===== src/rtl/chk_instr_progress_mw_pkg.sv =====
// rtl/chk_instr_progress_mw_pkg.sv - shared types, flop macros and helpers for the progress checker
//
// Purpose: simulation-id types, simid formatting, error-flag struct, flop and
// assertion macros used by chk_instr_progress_mw and chk_fid_lookup.
// Ports: none (package).

`ifndef CHK_INSTR_PROGRESS_MW_MACROS
`define CHK_INSTR_PROGRESS_MW_MACROS
// Plain flop, no reset.
`define DFF(q_, d_, clk_) \
  always_ff @(posedge clk_) q_ <= d_;
// Flop with asynchronous active-high reset to rstv_.
`define DFFAR(q_, d_, rstv_, clk_, rst_) \
  always_ff @(posedge clk_ or posedge rst_) if (rst_) q_ <= rstv_; else q_ <= d_;
// Checker assertion: cond must hold, otherwise report msg.
`define VASSERT(cond_, msg_) \
  assert (cond_) else $error("%s", msg_)
`endif

package chk_instr_progress_mw_pkg;

  typedef logic [7:0] t_fid;

  typedef struct packed {
    t_fid       fid;
    logic [7:0] seq;
  } t_txid;

  typedef struct packed {
    logic [3:0] thread;
    t_txid      txid;
  } t_simid;

  typedef struct packed {
    logic lost;
    logic grew;
    logic dup;
    logic stuck;
  } t_chk_err;

  function automatic string format_simid(t_simid s);
    return $sformatf("t%0d.f%0d.s%0d", s.thread, s.txid.fid, s.txid.seq);
  endfunction

endpackage


===== src/rtl/chk_fid_lookup.sv =====
// rtl/chk_fid_lookup.sv - combinational fid search across N valid/simid lanes
//
// Purpose: report whether fid is carried by any valid lane, plus a one-hot
// index of the lowest matching lane.
// Ports:
//   fid    - fid to search for
//   valid  - per-lane valid
//   simid  - per-lane simid (only txid.fid is compared)
//   hit    - some valid lane carries fid
//   hitIdx - one-hot lowest matching lane, zero when no hit

module chk_fid_lookup
  import chk_instr_progress_mw_pkg::*;
#(
  parameter int N = 2
) (
  input  t_fid             fid,
  input  logic [N-1:0]     valid,
  input  t_simid [N-1:0]   simid,
  output logic             hit,
  output logic [N-1:0]     hitIdx
);

  always_comb begin
    hit    = 1'b0;
    hitIdx = '0;
    for (int i = 0; i < N; i++) begin
      if (!hit && valid[i] && simid[i].txid.fid == fid) begin
        hit       = 1'b1;
        hitIdx[i] = 1'b1;
      end
    end
  end

endmodule


===== src/rtl/chk_instr_progress_mw.sv =====
// rtl/chk_instr_progress_mw.sv - instruction progress checker between pipeline stages A and B
//
// Purpose: watches fids leaving stage A and flags lost, duplicated (grew),
// intra-stage duplicate and stage-A residency-timeout conditions.
// Ports:
//   clk, reset             - clock, asynchronous active-high reset
//   br_mispred_rb1         - flush: clears residency, suppresses lost
//   valid/simid_stgA_nn0   - stage-A lanes this cycle
//   valid/simid_stgB_nn0   - stage-B lanes this cycle
//   err_lost/grew/dup      - registered error flags
//   err_stuck              - one-cycle pulse when a lane first hits STALL_MAX
//   err_cnt                - saturating total of asserted flags
//   max_resid              - running maximum residency

module chk_instr_progress_mw
  import chk_instr_progress_mw_pkg::*;
#(
  parameter string A          = "A",
  parameter string B          = "B",
  parameter int    NA         = 2,
  parameter int    NB         = 2,
  parameter int    STALL_MAX  = 64,
  parameter bit    VASSERT_EN = 1'b1
) (
  input  logic              clk,
  input  logic              reset,
  input  logic              br_mispred_rb1,
  input  logic [NA-1:0]     valid_stgA_nn0,
  input  t_simid [NA-1:0]   simid_stgA_nn0,
  input  logic [NB-1:0]     valid_stgB_nn0,
  input  t_simid [NB-1:0]   simid_stgB_nn0,
  output logic              err_lost,
  output logic              err_grew,
  output logic              err_dup,
  output logic              err_stuck,
  output logic [15:0]       err_cnt,
  output logic [15:0]       max_resid
);

  localparam logic [15:0] SM16 = 16'(STALL_MAX);

  logic [NA-1:0]           validA1;
  t_simid [NA-1:0]         simidA1;
  logic [NA-1:0]           inA0, inB0, hitA1;
  logic [NA-1:0][NA-1:0]   srcIdx;
  logic [NA-1:0][NA-1:0]   unusedIdxA0;
  logic [NA-1:0][NB-1:0]   unusedIdxB0;
  logic [NA-1:0]           lostLane, grewLane, dupLane, stuckLane;
  logic [NA-1:0][15:0]     cnt, cntNxt, srcCnt;
  logic [15:0]             maxResid, maxNxt, errCnt, errCntNxt;
  logic [16:0]             cntSum;
  logic [2:0]              nErr;
  t_chk_err                errNext, errQ;
  logic                    assertArm;

  `DFFAR(validA1, valid_stgA_nn0, '0, clk, reset)
  `DFF(simidA1, simid_stgA_nn0, clk)

  // Per nn1 lane: is its fid still in A, or already in B? Per nn0 lane: where
  // was its fid last cycle (one-hot), so residency follows lane moves.
  for (genvar i = 0; i < NA; i++) begin : g_lookup
    chk_fid_lookup #(.N(NA)) uA0 (
      .fid(simidA1[i].txid.fid), .valid(valid_stgA_nn0), .simid(simid_stgA_nn0),
      .hit(inA0[i]), .hitIdx(unusedIdxA0[i]));
    chk_fid_lookup #(.N(NB)) uB0 (
      .fid(simidA1[i].txid.fid), .valid(valid_stgB_nn0), .simid(simid_stgB_nn0),
      .hit(inB0[i]), .hitIdx(unusedIdxB0[i]));
    chk_fid_lookup #(.N(NA)) uA1 (
      .fid(simid_stgA_nn0[i].txid.fid), .valid(validA1), .simid(simidA1),
      .hit(hitA1[i]), .hitIdx(srcIdx[i]));
  end

  always_comb begin
    lostLane  = validA1 & ~inA0 & ~inB0 & {NA{~br_mispred_rb1}};
    grewLane  = validA1 & inA0 & inB0;
    dupLane   = '0;
    cntNxt    = '0;
    srcCnt    = '0;
    stuckLane = '0;
    maxNxt    = maxResid;
    for (int j = 0; j < NA; j++) begin
      for (int k = j + 1; k < NA; k++) begin
        if (valid_stgA_nn0[j] && valid_stgA_nn0[k] &&
            simid_stgA_nn0[j].txid.fid == simid_stgA_nn0[k].txid.fid)
          dupLane[j] = 1'b1;
      end
      for (int k = 0; k < NA; k++) begin
        if (srcIdx[j][k]) srcCnt[j] = srcCnt[j] | cnt[k];
      end
      if (!br_mispred_rb1 && valid_stgA_nn0[j]) begin
        if (hitA1[j])
          cntNxt[j] = (srcCnt[j] >= SM16) ? SM16 : srcCnt[j] + 16'd1;
        else
          cntNxt[j] = 16'd1;
        // Only the transition into saturation pulses; a source already at
        // STALL_MAX means this fid has been reported.
        stuckLane[j] = (cntNxt[j] == SM16) && !(hitA1[j] && srcCnt[j] == SM16);
      end
      if (cntNxt[j] > maxNxt) maxNxt = cntNxt[j];
    end
    errNext   = '{lost: |lostLane, grew: |grewLane, dup: |dupLane, stuck: |stuckLane};
    nErr      = 3'(errNext.lost) + 3'(errNext.grew) + 3'(errNext.dup) + 3'(errNext.stuck);
    cntSum    = {1'b0, errCnt} + 17'(nErr);
    errCntNxt = cntSum[16] ? 16'hFFFF : cntSum[15:0];
  end

  `DFFAR(cnt, cntNxt, '0, clk, reset)
  `DFFAR(maxResid, maxNxt, '0, clk, reset)
  `DFFAR(errQ, errNext, '0, clk, reset)
  `DFFAR(errCnt, errCntNxt, '0, clk, reset)
  // Low through reset and the first cycle after it: nn1 has no history yet.
  `DFFAR(assertArm, 1'b1, 1'b0, clk, reset)

  assign err_lost  = errQ.lost;
  assign err_grew  = errQ.grew;
  assign err_dup   = errQ.dup;
  assign err_stuck = errQ.stuck;
  assign err_cnt   = errCnt;
  assign max_resid = maxResid;

  always @(posedge clk) begin
    if (VASSERT_EN && assertArm) begin
      for (int i = 0; i < NA; i++) begin
        `VASSERT(!lostLane[i], $sformatf("%s->%s lost %s", A, B, format_simid(simidA1[i])));
        `VASSERT(!grewLane[i], $sformatf("%s->%s grew %s", A, B, format_simid(simidA1[i])));
        `VASSERT(!dupLane[i], $sformatf("%s->%s dup %s", A, B, format_simid(simid_stgA_nn0[i])));
        `VASSERT(!stuckLane[i], $sformatf("%s->%s stuck %s", A, B, format_simid(simid_stgA_nn0[i])));
      end
    end
  end

endmodule


===== config.mk =====
export PLATFORM = sky130hd
export DESIGN_NAME = chk_instr_progress_mw
export DESIGN_NICKNAME = d
export VERILOG_FILES = /design/src/rtl/chk_instr_progress_mw_pkg.sv /design/src/rtl/chk_fid_lookup.sv /design/src/rtl/chk_instr_progress_mw.sv
export SDC_FILE = /design/constraint.sdc
export NUM_CORES = 1
export LEC_CHECK = 0
export ABC_AREA = 1
export CORE_ASPECT_RATIO = 0.7
export CORE_MARGIN = 3
export CORE_UTILIZATION = 31
export DETAILED_ROUTE_END_ITERATION = 8
export PLACE_DENSITY = 0.53
export SLEW_MARGIN = 15
export SYNTH_ARGS = -nofsm -noshare
export SYNTH_HDL_FRONTEND = slang
export SYNTH_SLANG_ARGS = --single-unit

===== constraint.sdc =====
create_clock -name clk -period 7.6 [get_ports clk]
set_input_delay 1.52 -clock clk [delete_from_list [all_inputs] [get_ports clk]]
set_output_delay 1.52 -clock clk [all_outputs]
set_load 0.1 [all_outputs]

## After elaboration in Yosys (flattened, before gate mapping)

Cells that the tools add are included.

| storage, ports and cells | value |
|---|---|
| register bits after elaboration | 86 |
| bits in latches | 0 |
| memory bits (writable) | 0 |
| memory bits (read-only) | 0 |
| bits of input ports | 87 |
| output and inout bits | 36 |
| word-level logic and storage cells | 118 |
| memories kept | 0 |

| operators by class | value |
|---|---|
| add/subtract/negate cells | 6 |
| $mul | 0 |
| div/mod/pow operators | 0 |
| $lt $le $gt $ge | 4 |
| equal/unequal tests | 17 |
| shifts and indexed selects | 0 |
| mux-type cells | 32 |
| bitwise operators | 10 |
| reduce and logical (&&, ||, !) cells | 38 |

Operator list:

| operator | count |
|---|---|
| $mux 16 | 15 |
| $eq 8x8->1 | 13 |
| $eq 16x7->1 const B | 4 |
| $add 16x1->16 const B | 2 |
| $ge 16x7->1 const B | 2 |
| $gt 16x16->1 | 2 |
| $or 16x16->16 | 2 |
| $logic_and 1x1->1 | 26 |
| $add 16x3->17 | 1 |
| $mux 1 | 17 |
| $and 2x2->2 | 5 |
| $logic_not 1->1 | 9 |
| $reduce_or 2->1 | 3 |
| $not 2->2 | 2 |
| $add 2x1->3 | 1 |
| $add 3x1->3 | 1 |
| $add 1x1->2 | 1 |
| $not 1->1 | 1 |

## Depth between registers and ports, before layout

Gate-level depths: netlist (run 1).

| depth | value |
|---|---|
| word-level depth | 19 |
| gate-level depth with buffers | 38 |
| depth with buffers taken out | 36 |

## Modules after synthesis

A second synthesis (run 1) with hierarchy kept.

| unflattened totals | value |
|---|---|
| cells, all modules | 1167 |
| area, all modules | 7568.5 µm² |

Modules (own cells, without submodules):

| module | times used | cells each | area each (µm²) | sequential area each (µm²) |
|---|---|---|---|---|
| chk_instr_progress_mw | 1 | 651 | 5406.4 | 2552.4 |
| chk_fid_lookup | 6 | 86 | 360.3 | 0.0 |

## Least setup slack after synthesis (run 1)

OpenSTA, ideal clock, no wires.

| timing path | value |
|---|---|
| path type | input to register |
| start point | input simid_stgA_nn0[12] in the netlist's numbering |
| end point | register maxResid[6] (netlist: max_resid[6]) |
| setup time | 118 ps |
| data arrival time | 5800 ps |
| data required time | 7482 ps |
| path slack | 1682 ps |
| stages | 35 |
| buffers on the path | 3 |
| path through | inv_1 > nand2_1 > nand2_1 > nand3_2 > nor2_4 > nand3_4 > inv_4 > buf_6 > nand2_1 > nand2_4 > inv_1 > ha_1 > nand4_1 > nor2_1 > ha_1 > inv_1 > nor2_1 > nor2_1 > o21ai_0 > nand2_1 > o211ai_1 > a211o_1 > nand2_1 > clkbuf_1 > nand2_1 > ha_1 > a21oi_1 > o21ai_0 > a21oi_1 > o211ai_1 > o21ai_1 > inv_1 > buf_2 > nand2_1 > nand2_1 |

RTL lines:

| element | RTL line | text |
|---|---|---|
| start: declaration | chk_instr_progress_mw.sv:29 | `input t_simid [NA-1:0] simid_stgA_nn0,` |
| end: declaration | chk_instr_progress_mw.sv:50 | `logic [15:0] maxResid, maxNxt, errCnt, errCntNxt;` |

==> flow_metrics.env, run 1 <==
export IMPL_status="complete, no violations"
export IMPL_cts_tree="built"
export IMPL_gr_total_overflow=0
export IMPL_timing_critical_path_mode_cell="nand2_1"
export IMPL_ys_seq_elements=86
export IMPL_fin_cells=1145
export IMPL_grt_max_degree=71
export IMPL_worst_slew_pin_slew_ns=1.02
export IMPL_fp_dieH_um=122
export IMPL_rrSetupSlack_ns=1.92
export IMPL_die_area_mm2=0.0209
export IMPL_drt_initial_drc_count=357
export IMPL_synth_edf_count=0
export IMPL_drv_cap=0
export IMPL_rr_startpoint="simidA1[8]$_DFF_P_"
export IMPL_fill_cells=1919
export IMPL_hold_path_end="err_cnt[11]$_DFF_PP0_"
export IMPL_cpPeakStageDelay_ns=0.60
export IMPL_track_usage_pct=16.1
export IMPL_synthCells=788
export IMPL_finalSetupTns_ns=0
export IMPL_cts_setup_buffers=0
export IMPL_io_buffers=74
export IMPL_setup_viol=0
export IMPL_cp_required_ns=7.88
export IMPL_ys_seq_area_share_pct=34.9
export IMPL_antennaDiodeCount=0
export IMPL_stdcell_area_mm2=0.00733
export IMPL_num_io_pins=123
export IMPL_clkLatencyLatePin_ns=0.35
export IMPL_finalHoldViolCount=0
export IMPL_nets=1031
export IMPL_syn_area_mm2=0.00594
export IMPL_crit_arrival_ns=7.22
export IMPL_fin_worst_skew_ns=0.00945
export IMPL_r2r_end="max_resid[1]$_DFF_PP0_"
export IMPL_netlist_top_cells_count="nand2_1, inv_1, dfrtp_1"
export IMPL_synth_distinct_cells=49
export IMPL_num_rows=41
export IMPL_ir_drop_uv=233
export IMPL_place_area_mm2=0.00705
export IMPL_syn_mean_instance_area_um2=7.54
export IMPL_core_area_mm2=0.0184
export IMPL_synth_top_area_cell="dfrtp_1"
export IMPL_slew_headroom_pct=31.5
export IMPL_antenna_left=0
export IMPL_layout_min_cycle_time_ns=6.93
export IMPL_critPathKind="in2reg"
export IMPL_cts_sinks=86
export IMPL_dp_cells=1129
export IMPL_num_vias=5266
export IMPL_seq_area_mm2=0.00207
export IMPL_grt_pass1_wl_um=26300
export IMPL_clockRootBuffer="clkbuf_16"
export IMPL_synthArstFlopShare_pct=81.4
export IMPL_synthTopCellsByArea="dfrtp_1, nand2_1, ha_1"
export IMPL_synth_flop_cell="dfrtp_1"
export IMPL_cts_resized=0
export IMPL_grt_pass1_vias=4948
export IMPL_cts_max_level=3
export IMPL_synth_most_common_cell="nand2_1"
export IMPL_end_kind="flop"
export IMPL_place_gp_congestion=0.910
export IMPL_fmax_mhz=144
export IMPL_path_clk_slew_ns=0.07
export IMPL_die_w_um=172
export IMPL_cp_start_kind="primary input"
export IMPL_drive_gt1_share_pct=10.0
export IMPL_vias_per_cell=4.60
export IMPL_rsz0062_at_grt="no"
export IMPL_maxSlewViolCount=0
export IMPL_cts_buffer_depth=2
export IMPL_numCtsBuffers=9
export IMPL_power_density_mw_per_mm2=176
export IMPL_firstDrtPassIters=4
export IMPL_initial_core_util_pct=32.3
export IMPL_multiInputGateArea_mm2=0.00347
export IMPL_hold_path_depth=2
export IMPL_p_leak_nw=3.47
export IMPL_synth_top_area_share_pct=29.5
export IMPL_min_path_type="reg2reg"
export IMPL_yosysWarnings=0
export IMPL_cp_max_fo=16
export IMPL_min_period_over_period_pct=91.2
export IMPL_cts_hold_buf=0
export IMPL_antenna_found_initial=0
export IMPL_slowest_stage="clkdlybuf4s50_1"
export IMPL_hpwl_um=12600
export IMPL_drc=0
export IMPL_syn_to_final_growth_pct=23.3
export IMPL_avgRoutedWirePerCell_um=14.0
export IMPL_wl_um=16000
export IMPL_hold_path_startpoint="err_cnt[11]$_DFF_PP0_"
export IMPL_worst_r2r_path_depth=34
-- sequential cells by signal (all words and copies together), names as in the netlist --
name	cells
cnt	32
err_cnt	16
err_dup	1
err_grew	1
err_lost	1
err_stuck	1
max_resid	16
simidA1	16
validA1	2
-- worst max path at each step --
stage	from	endpoint	slack, ns	cells past startpoint
floorplan	simid_stgA_nn0[12]	max_resid[6]$_DFF_PP0_	1.68	35
global placement	simid_stgA_nn0[11]	max_resid[1]$_DFF_PP0_	0.39	35
detailed placement	simid_stgA_nn0[11]	max_resid[1]$_DFF_PP0_	0.36	35
CTS	simid_stgA_nn0[11]	max_resid[1]$_DFF_PP0_	0.73	35
global route	simid_stgA_nn0[15]	max_resid[1]$_DFF_PP0_	0.12	35
finish	simid_stgA_nn0[15]	max_resid[1]$_DFF_PP0_	0.67	35
-- critical path, delay by kind of cell --
kind                     cells  cell delay [ns]
AO/OA/AOI/OAI                7             1.13
XOR/XNOR                     1             0.15
adder cells (fa/ha/maj)      3             0.72
buffers and inverters        5             1.39
AND/OR/NAND/NOR             19             2.29
-- power breakdown --
group	switching (mW)	internal, mW	leakage [nW]
Combinational	0.246	0.104	2.29
Clock	0.199	0.223	0.136
Sequential	0.0352	0.486	1.04
Total	0.480	0.813	3.47
-- stage by stage --
| step | util, % | worst slack, ns | power, mW | hold WS [ns] |
|---|---|---|---|---|
| floorplan | - | 1.68 | 0.773 | 0.589 |
| global placement | 38.3 | 0.387 | 0.879 | 0.511 |
| detailed placement | 38.3 | 0.365 | 0.879 | 0.503 |
| CTS | 39.8 | 0.728 | 1.31 | 0.526 |
| global route | 39.8 | 0.115 | 1.36 | 0.561 |
| finish | 39.8 | 0.667 | 1.29 | 0.525 |
-- routing by layer --
layer,wire [um],track usage [%],up-vias
met5,0,0,-
met2,6070,21.0,114
li1,-,-,2742
met3,933,3.89,9
met4,148,3.62,0
met1,8890,26.2,2401
-- placed cells by master, fill, tap and decap left out, types with 16 or more instances in the layout --
cell type,synthesis,final
a21oi_1,23,23
clkdlybuf4s50_1,0,74
conb_1,1,36
dfrtp_1,70,70
dfxtp_1,16,16
ha_1,37,37
inv_1,98,97
nand2_1,206,206
nand2_2,19,19
nand3_1,63,63
nor2_1,67,67
xnor2_1,30,30
-- area by class of cell --
class,count,area share [%]
multi-input combinational,616,47.4
sequential,86,28.3
timing repair buffer,82,10.9
inverter,109,5.65
tap,236,4.03
clock buffer,9,3.07
clock inverter,7,0.666
-- logic make-up (layout without fill, tap and decap cells) --
logic type / after synthesis / count (layout) / share of synthesized area [%]
AO/OA/AOI/OAI: 81 / 81 / 8.34
adder cells (fa/ha/maj): 40 / 40 / 8.80
buffers and inverters: 121 / 207 / 8.95
AND/OR/NAND/NOR: 414 / 414 / 32.2
other: 1 / 36 / 0.0631
flip-flops: 86 / 86 / 34.9
XOR/XNOR: 45 / 45 / 6.76
Note: power is estimated with default switching activity, not from simulation.
==> run 2, diff against run 1 <==
--- a/config.mk
+++ b/config.mk
@@ -15,3 +15,4 @@
 export SYNTH_ARGS = -nofsm -noshare
 export SYNTH_HDL_FRONTEND = slang
 export SYNTH_SLANG_ARGS = --single-unit
+export TNS_END_PERCENT = 100
==> results of run 2 <==
Same layout as run 1: the final DEF is identical, and so are final timing and power.
==> run 3, diff against run 2 <==
--- a/config.mk
+++ b/config.mk
@@ -10,7 +10,7 @@
 export CORE_MARGIN = 3
 export CORE_UTILIZATION = 31
 export DETAILED_ROUTE_END_ITERATION = 8
-export PLACE_DENSITY = 0.53
+export PLACE_DENSITY_LB_ADDON = 0.05
 export SLEW_MARGIN = 15
 export SYNTH_ARGS = -nofsm -noshare
 export SYNTH_HDL_FRONTEND = slang
==> flow_metrics.env, run 3 (synthesis gave the netlist of run 1 again) <==
export IMPL_status="complete, no violations"
export IMPL_min_path_type="reg2reg"
export IMPL_p_leak_nw=3.51
export IMPL_place_area_mm2=0.00705
export IMPL_clockRootBuffer="clkbuf_16"
export IMPL_grt_pass1_wl_um=28300
export IMPL_layout_min_cycle_time_ns=6.80
export IMPL_syn_to_final_growth_pct=25.0
export IMPL_hold_path_end="err_cnt[11]$_DFF_PP0_"
export IMPL_maxSlewViolCount=0
export IMPL_setup_viol=0
export IMPL_die_area_mm2=0.0209
export IMPL_num_io_pins=123
export IMPL_drv_cap=0
export IMPL_rr_startpoint="simidA1[8]$_DFF_P_"
export IMPL_min_period_over_period_pct=89.5
export IMPL_cp_start_kind="primary input"
export IMPL_initial_core_util_pct=32.3
export IMPL_crit_arrival_ns=7.08
export IMPL_hold_path_startpoint="err_cnt[11]$_DFF_PP0_"
export IMPL_core_area_mm2=0.0184
export IMPL_drive_gt1_share_pct=9.80
export IMPL_cts_hold_buf=0
export IMPL_track_usage_pct=17.4
export IMPL_place_gp_congestion=0.906
export IMPL_design_power_total_mw=1.45
export IMPL_cpPeakStageDelay_ns=0.65
export IMPL_antenna_left=0
export IMPL_clkLatencyLatePin_ns=0.35
export IMPL_num_rows=41
export IMPL_avgRoutedWirePerCell_um=15.1
export IMPL_cts_setup_buffers=0
export IMPL_cts_sinks=86
export IMPL_rsz0062_at_grt="no"
export IMPL_ir_drop_uv=349
export IMPL_critPathKind="in2reg"
export IMPL_final_cell_mix="nand2_1, inv_1, clkdlybuf4s50_1"
export IMPL_end_kind="flop"
export IMPL_fp_dieH_um=122
export IMPL_cp_required_ns=7.88
export IMPL_utilization_pct=40.4
export IMPL_hpwl_um=13500
export IMPL_vias_per_cell=4.73
export IMPL_gr_total_overflow=0
export IMPL_stdcell_area_mm2=0.00743
export IMPL_cp_max_fo=19
export IMPL_slew_headroom_pct=29.7
export IMPL_grt_max_degree=71
export IMPL_fmax_mhz=147
export IMPL_firstDrtPassIters=5
export IMPL_hold_path_depth=2
export IMPL_fin_worst_skew_ns=0.0100
export IMPL_fill_cells=1855
export IMPL_worst_slew_pin_slew_ns=1.05
export IMPL_fin_cells=1144
export IMPL_worst_r2r_path_depth=32
export IMPL_antenna_found_initial=0
export IMPL_cts_resized=0
export IMPL_grt_pass1_vias=5375
export IMPL_dp_cells=1128
export IMPL_largest_reg_flops=32
export IMPL_antennaDiodeCount=0
export IMPL_drt_initial_drc_count=329
export IMPL_wl_um=17300
export IMPL_cts_tree="built"
export IMPL_numCtsBuffers=9
export IMPL_finalHoldViolCount=0
export IMPL_slowest_stage="clkdlybuf4s50_1"
export IMPL_finalSetupTns_ns=0
export IMPL_rrSetupSlack_ns=2.06
export IMPL_io_buffers=74
export IMPL_num_vias=5413
export IMPL_power_density_mw_per_mm2=195
export IMPL_final_common_cell="nand2_1"
export IMPL_die_w_um=172
export IMPL_cts_max_level=3
export IMPL_cts_buffer_depth=2
export IMPL_drc=0
export IMPL_path_clk_slew_ns=0.07
export IMPL_timing_critical_path_mode_cell="nand2_1"
export IMPL_r2r_end="max_resid[4]$_DFF_PP0_"
export IMPL_nets=1030
==> run 3: cell count changes in the layout (fill, tap and decap cells not counted) <==
cell / previous run / this run
bufinv_16: 0 / 5
clkinv_4: 1 / 0
buf_4: 8 / 7
clkinv_2: 3 / 0
inv_6: 2 / 0
clkbuf_1: 0 / 1
==> run 3: routing by layer <==
metal / up-vias / track usage (%) / share of wire [%]
met5: - / 0 / 0
met3: 16 / 4.38 / 5.7
met4: 0 / 3.82 / 1.2
met1: 2512 / 27.6 / 55
li1: 2748 / - / -
met2: 137 / 23.4 / 39
==> run 3: stage by stage <==
stage          hold slack (ns)  setup slack, ns
5_1_grt                  0.608            0.244
3_3_place_gp             0.545            0.521
2_1_floorplan            0.589             1.68
6_report                 0.556            0.801
4_1_cts                  0.565            0.784
3_5_place_dp             0.541            0.433
==> run 3: power breakdown <==
group	internal, mW	switching, mW
Clock	0.388	0.191
Combinational	0.104	0.247
Sequential	0.486	0.0366
Total	0.978	0.474
==> run 3: cell type report <==
class	instances	area, um2	share of cell area, %
Sequential cell	86	2070	27.9
Timing Repair Buffer	81	793	10.7
Multi-Input combinational cell	616	3470	46.7
Clock inverter	6	158	2.12
Clock buffer	10	229	3.08
Tap cell	236	295	3.97
Inverter	109	414	5.57
==> run 3: worst max-delay path, delay by kind of cell <==
family | cells | cell delay (ns)
fa+ha+maj | 3 | 0.75
simple gates | 15 | 1.89
xor+xnor | 1 | 0.16
buf+inv | 6 | 1.46
compound gates | 8 | 1.30
==> run 3: worst max path at each step <==
stage | start | endpoint | slack (ns) | cells past startpoint
6_report | simid_stgA_nn0[14] | max_resid[4]$_DFF_PP0_ | 0.80 | 33
5_1_grt | simid_stgA_nn0[13] | max_resid[4]$_DFF_PP0_ | 0.24 | 34
3_3_place_gp | simid_stgA_nn0[15] | max_resid[4]$_DFF_PP0_ | 0.52 | 36
3_5_place_dp | simid_stgA_nn0[14] | max_resid[4]$_DFF_PP0_ | 0.43 | 33
4_1_cts | simid_stgA_nn0[14] | max_resid[4]$_DFF_PP0_ | 0.78 | 33
2_1_floorplan | simid_stgA_nn0[12] | max_resid[6]$_DFF_PP0_ | 1.68 | 35
